===== src/rtl/rx_deframer_pkg.sv =====
// rtl/rx_deframer_pkg.sv - shared constants, FSM encoding and CRC-8 step for rx_deframer
package rx_deframer_pkg;

    localparam logic [47:0] FAS_PATTERN = 48'hF6F6F6282828;
    localparam logic [7:0]  CRC8_POLY   = 8'h07;

    localparam logic [2:0] ST_HUNT      = 3'd0;
    localparam logic [2:0] ST_PYLD      = 3'd1;
    localparam logic [2:0] ST_CRC       = 3'd2;
    localparam logic [2:0] ST_RESOLVE   = 3'd3;
    localparam logic [2:0] ST_ACK_DRAIN = 3'd4;

    // MSB-first, non-reflected CRC-8 over one byte
    function automatic logic [7:0] crc8_update(input logic [7:0] crc, input logic [7:0] data);
        logic [7:0] c;
        c = crc ^ data;
        for (int i = 0; i < 8; i++) begin
            c = c[7] ? ((c << 1) ^ CRC8_POLY) : (c << 1);
        end
        return c;
    endfunction

endpackage


===== src/rtl/crc8_calc.sv =====
// rtl/crc8_calc.sv - running CRC-8 register with clear and byte enable
module crc8_calc
    import rx_deframer_pkg::*;
(
    input  logic       clk,
    input  logic       rst,
    input  logic       clr,
    input  logic       en,
    input  logic [7:0] data,
    output logic [7:0] crc
);

    logic [7:0] crc_q;
    logic [7:0] crc_d;

    always_comb begin
        crc_d = crc_q;
        if (clr) begin
            crc_d = 8'h00;
        end else if (en) begin
            crc_d = crc8_update(crc_q, data);
        end
    end

    always_ff @(posedge clk or posedge rst) begin
        if (rst) begin
            crc_q <= 8'h00;
        end else begin
            crc_q <= crc_d;
        end
    end

    assign crc = crc_q;

endmodule


===== src/rtl/rx_deframer.sv =====
// rtl/rx_deframer.sv - serial FAS-aligned frame receiver with CRC check, ACK and payload drain (macro RX_DEFRAMER_CRC_CHECK_EN)
module rx_deframer
    import rx_deframer_pkg::*;
#(
    parameter int PYLD_BYTES = 16,
    parameter int ACK_CYCLES = 16
) (
    input  logic       i_clk,
    input  logic       i_rst,
    input  logic       i_otn_rx_data,
    output logic       o_otn_tx_ack,
    output logic [7:0] o_pyld_data,
    output logic       o_pyld_data_valid,
    input  logic       i_pyld_data_ready,
    output logic [7:0] o_crc_val,
    output logic       o_crc_err,
    output logic       o_in_frame
);

    localparam int IDX_W = (PYLD_BYTES > 1) ? $clog2(PYLD_BYTES) : 1;
    localparam int ACK_W = $clog2(ACK_CYCLES + 1);
    localparam logic [IDX_W-1:0] LAST_IDX = IDX_W'(PYLD_BYTES - 1);

    logic [2:0]       state_q, state_d;
    logic [47:0]      fas_sr_q, fas_sr_d;
    logic [2:0]       bit_cnt_q, bit_cnt_d;
    logic [7:0]       byte_sr_q, byte_sr_d;
    logic [IDX_W-1:0] byte_idx_q, byte_idx_d;
    logic [7:0]       crc_val_q, crc_val_d;
    logic [ACK_W-1:0] ack_cnt_q, ack_cnt_d;
    logic [IDX_W-1:0] drain_idx_q, drain_idx_d;
    logic             drain_done_q, drain_done_d;
`ifdef RX_DEFRAMER_CRC_CHECK_EN
    logic [7:0]       rx_crc_q, rx_crc_d;
    logic             crc_err_q, crc_err_d;
`endif

    logic [7:0] buf_q [PYLD_BYTES];
    logic       buf_we;
    logic       crc_clr;
    logic       crc_en;
    logic [7:0] rx_byte;
    logic [7:0] crc_out;
    logic       pyld_valid;

    crc8_calc u_crc8_calc (
        .clk  (i_clk),
        .rst  (i_rst),
        .clr  (crc_clr),
        .en   (crc_en),
        .data (rx_byte),
        .crc  (crc_out)
    );

    assign rx_byte    = {byte_sr_q[6:0], i_otn_rx_data};
    assign pyld_valid = (state_q == ST_ACK_DRAIN) && !drain_done_q;

    always_comb begin
        state_d      = state_q;
        fas_sr_d     = fas_sr_q;
        bit_cnt_d    = bit_cnt_q;
        byte_sr_d    = byte_sr_q;
        byte_idx_d   = byte_idx_q;
        crc_val_d    = crc_val_q;
        ack_cnt_d    = (ack_cnt_q != '0) ? ack_cnt_q - ACK_W'(1) : '0;
        drain_idx_d  = drain_idx_q;
        drain_done_d = drain_done_q;
`ifdef RX_DEFRAMER_CRC_CHECK_EN
        rx_crc_d     = rx_crc_q;
        crc_err_d    = 1'b0;
`endif
        buf_we       = 1'b0;
        crc_clr      = 1'b0;
        crc_en       = 1'b0;

        case (state_q)
            ST_HUNT: begin
                fas_sr_d = {fas_sr_q[46:0], i_otn_rx_data};
                if (fas_sr_d == FAS_PATTERN) begin
                    state_d    = ST_PYLD;
                    bit_cnt_d  = 3'd0;
                    byte_idx_d = '0;
                    crc_clr    = 1'b1;
                end
            end
            ST_PYLD: begin
                byte_sr_d = rx_byte;
                bit_cnt_d = (bit_cnt_q == 3'd7) ? 3'd0 : bit_cnt_q + 3'd1;
                if (bit_cnt_q == 3'd7) begin
                    buf_we = 1'b1;
                    crc_en = 1'b1;
                    if (byte_idx_q == LAST_IDX) begin
                        state_d    = ST_CRC;
                        byte_idx_d = '0;
                    end else begin
                        byte_idx_d = byte_idx_q + IDX_W'(1);
                    end
                end
            end
            ST_CRC: begin
                byte_sr_d = rx_byte;
                bit_cnt_d = (bit_cnt_q == 3'd7) ? 3'd0 : bit_cnt_q + 3'd1;
                if (bit_cnt_q == 3'd7) begin
`ifdef RX_DEFRAMER_CRC_CHECK_EN
                    rx_crc_d = rx_byte;
`endif
                    state_d  = ST_RESOLVE;
                end
            end
            ST_RESOLVE: begin
                crc_val_d    = crc_out;
                state_d      = ST_ACK_DRAIN;
                ack_cnt_d    = ACK_W'(ACK_CYCLES);
                drain_idx_d  = '0;
                drain_done_d = 1'b0;
`ifdef RX_DEFRAMER_CRC_CHECK_EN
                if (crc_out != rx_crc_q) begin
                    crc_err_d = 1'b1;
                    state_d   = ST_HUNT;
                    ack_cnt_d = '0;
                    fas_sr_d  = '0;
                end
`endif
            end
            ST_ACK_DRAIN: begin
                if (pyld_valid && i_pyld_data_ready) begin
                    if (drain_idx_q == LAST_IDX) begin
                        drain_done_d = 1'b1;
                    end else begin
                        drain_idx_d = drain_idx_q + IDX_W'(1);
                    end
                end
                // leave only when both the ACK window and the drain are finished
                if ((ack_cnt_d == '0) && drain_done_d) begin
                    state_d  = ST_HUNT;
                    fas_sr_d = '0;
                end
            end
            default: begin
                state_d  = ST_HUNT;
                fas_sr_d = '0;
            end
        endcase
    end

    always_ff @(posedge i_clk or posedge i_rst) begin
        if (i_rst) begin
            state_q      <= ST_HUNT;
            fas_sr_q     <= '0;
            bit_cnt_q    <= '0;
            byte_sr_q    <= '0;
            byte_idx_q   <= '0;
            crc_val_q    <= '0;
            ack_cnt_q    <= '0;
            drain_idx_q  <= '0;
            drain_done_q <= 1'b0;
`ifdef RX_DEFRAMER_CRC_CHECK_EN
            rx_crc_q     <= '0;
            crc_err_q    <= 1'b0;
`endif
        end else begin
            state_q      <= state_d;
            fas_sr_q     <= fas_sr_d;
            bit_cnt_q    <= bit_cnt_d;
            byte_sr_q    <= byte_sr_d;
            byte_idx_q   <= byte_idx_d;
            crc_val_q    <= crc_val_d;
            ack_cnt_q    <= ack_cnt_d;
            drain_idx_q  <= drain_idx_d;
            drain_done_q <= drain_done_d;
`ifdef RX_DEFRAMER_CRC_CHECK_EN
            rx_crc_q     <= rx_crc_d;
            crc_err_q    <= crc_err_d;
`endif
        end
    end

    // payload storage needs no reset; the output mux below masks it
    always_ff @(posedge i_clk) begin
        if (buf_we) begin
            buf_q[byte_idx_q] <= rx_byte;
        end
    end

    assign o_otn_tx_ack      = (ack_cnt_q != '0);
    assign o_pyld_data_valid = pyld_valid;
    assign o_pyld_data       = pyld_valid ? buf_q[drain_idx_q] : 8'h00;
    assign o_crc_val         = crc_val_q;
    assign o_in_frame        = (state_q == ST_PYLD) || (state_q == ST_CRC) || (state_q == ST_RESOLVE);
`ifdef RX_DEFRAMER_CRC_CHECK_EN
    assign o_crc_err         = crc_err_q;
`else
    assign o_crc_err         = 1'b0;
`endif

endmodule


===== config.mk =====
export PLATFORM = sky130hd
export DESIGN_NAME = rx_deframer
export DESIGN_NICKNAME = d
export VERILOG_FILES = /design/src/rtl/rx_deframer_pkg.sv /design/src/rtl/crc8_calc.sv /design/src/rtl/rx_deframer.sv
export SDC_FILE = /design/constraint.sdc
export NUM_CORES = 1
export LEC_CHECK = 0
export CAP_MARGIN = 20
export CELL_PAD_IN_SITES_DETAIL_PLACEMENT = 1
export CELL_PAD_IN_SITES_GLOBAL_PLACEMENT = 2
export CORE_UTILIZATION = 25
export DETAILED_ROUTE_END_ITERATION = 10
export HOLD_SLACK_MARGIN = 0.12
export PLACE_DENSITY_LB_ADDON = 0.1
export SLEW_MARGIN = 20
export SYNTH_ARGS = -nofsm -noshare
export SYNTH_HDL_FRONTEND = slang
export SYNTH_SLANG_ARGS = --single-unit

===== constraint.sdc =====
create_clock -name i_clk -period 3.1 [get_ports i_clk]
set_clock_uncertainty 0.2 [all_clocks]
set_input_delay 0.31 -clock i_clk [delete_from_list [all_inputs] [get_ports i_clk]]
set_output_delay 0.31 -clock i_clk [all_outputs]
set_load 0.02 [all_outputs]

==> results by group <==
Routing
  – Routed WL per cell: 20.0 um
  – DR vias/cell: 4.55
  – ANT nets after route: 0
  – Via count: 5,904
  – Met2 WL: 12,000 um
  – WL final: 26,000 um
  – Top Layer Used: met4
  – DR DRC count: 0
  – Detailed Route Iter0 Violations: 336
  – Met3 Routed Length: 997 um
  – DR pass1 iterations: 4
  – M1 WL: 12,600 um

Global routing
  – Largest net degree at the start of global routing: 49
  – Vias in the first global route: 6,363
  – Total GRT Usage: 0.139
  – Initial antenna violation count: 0
  – First-pass GRT wire length: 40,800 um
  – Congestion Overflow GR: 0

STA
  – Final Hold Viols: 0
  – Max-slew violations: 0
  – Slew @ Worst Pin: 0.747 ns
  – Unrepaired setup endpoints after global routing: yes
  – Final Hold Slack: 0.311 ns
  – Clock period minus worst slack: 3.12 ns
  – # setup viols final: 3
  – Tcrit/Tclk final: 1.01
  – F_max: 321 MHz
  – Slew margin rel.: 0.502
  – Final setup margin: -0.0182 ns

Cells and area
  – Layout area overhead: 21.7%
  – Layout filler cell count: 3,972
  – Post-Layout Inst Area: 11,700 um2
  – Layout cell share with drive strength beyond 1: 0.212
  – Final Util: 0.311
  – Final net count: 778
  – Non-Filler Instances: 1,299

Logic synthesis
  – Unique cell type count in the Yosys netlist: 50
  – Area contributors post-synth: edfxtp_1, dfrtp_1, mux4_1
  – Area of the mapped netlist: 9640 um2
  – Syn nets: 712
  – Seq/Total Area, Yosys: 0.633
  – FF+latch count, synth: 218
  – Mean Syn Cell Area: 13.8 um2
  – Yosys warns: 0
  – Synth area leader: edfxtp_1
  – Post-synth top area share: 0.399
  – Gate Count Post-Synth: 700

Clock network
  – # H-tree levels: 1
  – CTS root buf: clkbuf_16
  – Clock Path Buffers: 3
  – Clk sink count: 218
  – CTS tree: yes
  – Clock transition at path regs: 0.06 ns
  – Clock Latency Late Sink: 0.55 ns
  – CTS buffer count: 27

Placed design
  – Port bufs: 22
  – Instance area at placement: 10,700 um2
  – RD Place Congestion: 0.711
  – Placed Cells: 1,236
  – DP HPWL: 16,000 um

Job
  – Max-cap violations: 0

Die
  – Initial Util: 0.255
  – I/O pin count: 24
  – Die W: 198 um
  – Chip height: 198 um
  – Die area: 39,300 um2
  – # rows: 71
  – Core area: 37,800 um2

Power and ir drop
  – P_leak: 4.18 nW
  – Power Total: 6.50 mW
  – VDD IR-drop max: 0.375 mV
  – Power per standard cell area: 555 nW/um2

Setup path
  – Worst path required time: 2.59 ns
  – Max FO, Critical Path: 7
  – CP Data Arrival Time: 2.61 ns
  – Critical Path End Type: output pin
  – WS Path Type: register to output pin
  – Crit path launch type: register

Outcome
  – Status: finished with violations
  – Failing checks: negative setup slack

Min path
  – Worst Hold Class: register to register
cells in the final DEF, fill, tap and decap left out, types with 3 or more instances in the layout:
cell type        netlist  final
edfxtp_1             128    128
dfrtp_1               90     88
inv_1                 57     56
o21ai_0               52     52
nor3_1                48     48
buf_4                  1     45
a21oi_1               43     43
nand2_1               39     39
mux4_2                 9     36
clkbuf_16              0     27
nor2_1                22     21
xnor2_1               18     18
clkdlybuf4s50_1        0     14
mux2i_1               10     10
and2_1                18     10
mux2_2                 9      9
buf_6                  3      9
nand3_1                8      8
and2_4                 0      8
o22ai_1                8      8
ha_1                   8      8
clkinv_1               0      6
buf_12                 0      6
nand2b_1               5      5
xor2_1                 5      5
nor4bb_1               6      5
and4_1                 5      5
clkinv_2               0      5
bufinv_16              0      5
nand4_1                4      4
or3_1                  4      4
mux4_1                31      4
and3_1                 4      4
and4b_1                3      3
nand3b_1               3      3
clkinvlp_4             0      3
clkbuf_1              23      3
report_power, final:
group / switching (mW) / internal, mW
Combinational: 0.0665 / 0.0375
Sequential: 0.0293 / 3.09
Clock: 1.27 / 2.01
cell usage after synthesis (all sizes together):
| cell | instances |
|---|---|
| edfxtp | 128 |
| dfrtp | 90 |
| inv | 57 |
| o21ai | 52 |
| nor3 | 48 |
| a21oi | 43 |
| mux4 | 40 |
| nand2 | 39 |
| clkbuf | 23 |
| nor2 | 23 |
| buf | 19 |
| and2 | 18 |
| xnor2 | 18 |
| mux2i | 10 |
| mux2 | 9 |
| ha | 8 |
| nand3 | 8 |
| o22ai | 8 |
| nor4bb | 6 |
| and4 | 5 |
| nand2b | 5 |
| xor2 | 5 |
| and3 | 4 |
| nand4 | 4 |
| or3 | 4 |
| and4b | 3 |
| nand3b | 3 |
| nor4 | 2 |
| nor4b | 2 |
| o211ai | 2 |
| o31ai | 2 |
| a211oi | 1 |
| a21boi | 1 |
| a21o | 1 |
| a31oi | 1 |
| conb | 1 |
| nor3b | 1 |
| o21a | 1 |
| o21bai | 1 |
| o221ai | 1 |
| or2 | 1 |
| or3b | 1 |
| xnor3 | 1 |
worst max-delay path, stage by stage (launching register included):
cell and delay [ns]:
dfrtp_2 0.49, buf_8 0.18, buf_12 0.11, mux4_2 0.50, mux4_2 0.47, and2_4 0.18
buf_6 0.12
kinds of logic (layout without fill, tap and decap cells):
kind of cell	count (synthesis)	count (layout)	synth area share
XOR/XNOR	24	24	0.0232
buffers and inverters	99	186	0.0438
AO/OA/AOI/OAI	114	114	0.0631
other	1	2	0.000389
AND/OR/NAND/NOR	177	177	0.100
flip-flops	218	218	0.633
adder cells (fa/ha/maj)	8	8	0.0104
multiplexers	59	59	0.126
through the flow:
step	TNS, ns	worst slack (ns)
finish	-0.0338	-0.0182
global route	-0.402	-0.0879
detailed placement	0	0.144
floorplan	0	0.255
CTS	-0.286	-0.0855
global placement	0	0.169
path summary, 6_finish.rpt:
check | start | endpoint | slack (ns) | depth (start not counted)
max | drain_idx_q[0] | o_pyld_data[5] | -0.02 | 6
min | o_crc_val[1] | o_crc_val[1] | 0.31 | 1
max reg2reg | drain_idx_q[0] | fas_sr_q[36] | 0.33 | 11
min reg2reg | o_crc_val[1] | o_crc_val[1] | 0.31 | 1
max in group asynchronous | i_rst | drain_idx_q[0] | 1.48 | 4
min in group asynchronous | i_rst | bit_cnt_q[2] | 0.54 | 3
layout make-up:
class | instances | area [um2] | area share
sequential | 218 | 6100 | 0.520
multi-input combinational | 383 | 3060 | 0.261
timing repair buffer | 79 | 785 | 0.0669
clock buffer | 30 | 687 | 0.0586
tap | 511 | 639 | 0.0545
clock inverter | 20 | 240 | 0.0205
inverter | 57 | 216 | 0.0185
antenna | 1 | 2.50 | 0.000213
timing repair:
| item | CTS | global route |
|---|---|---|
| endpoints found under the setup margin | 8 | 8 |
| gates resized for setup | 86 | 4 |
| endpoints found under the hold margin | 38 | 0 |
| hold buffers | 1 | 0 |
| buffers inserted | 11 | 0 |
| gates cloned | 4 | 0 |
| pin swaps | 1 | 0 |
sequential cells by signal, summed over array words and instances, names as in the netlist:
| signal | cells |
|---|---|
| byte_sr_q | 7 |
| byte_idx_q | 4 |
| u_crc8_calc.crc | 8 |
| buf_q | 128 |
| ack_cnt_q | 5 |
| fas_sr_q | 47 |
| bit_cnt_q | 3 |
| drain_done_q | 1 |
| state_q | 3 |
| o_crc_val | 8 |
| drain_idx_q | 4 |
metal layers:
layer,GRT usage,up-vias
met3,0.0203,33
met4,0.0307,0
met1,0.201,3100
li1,-,2697
met5,0,-
met2,0.218,74
No activity file was read; power rests on OpenSTA's default activity.
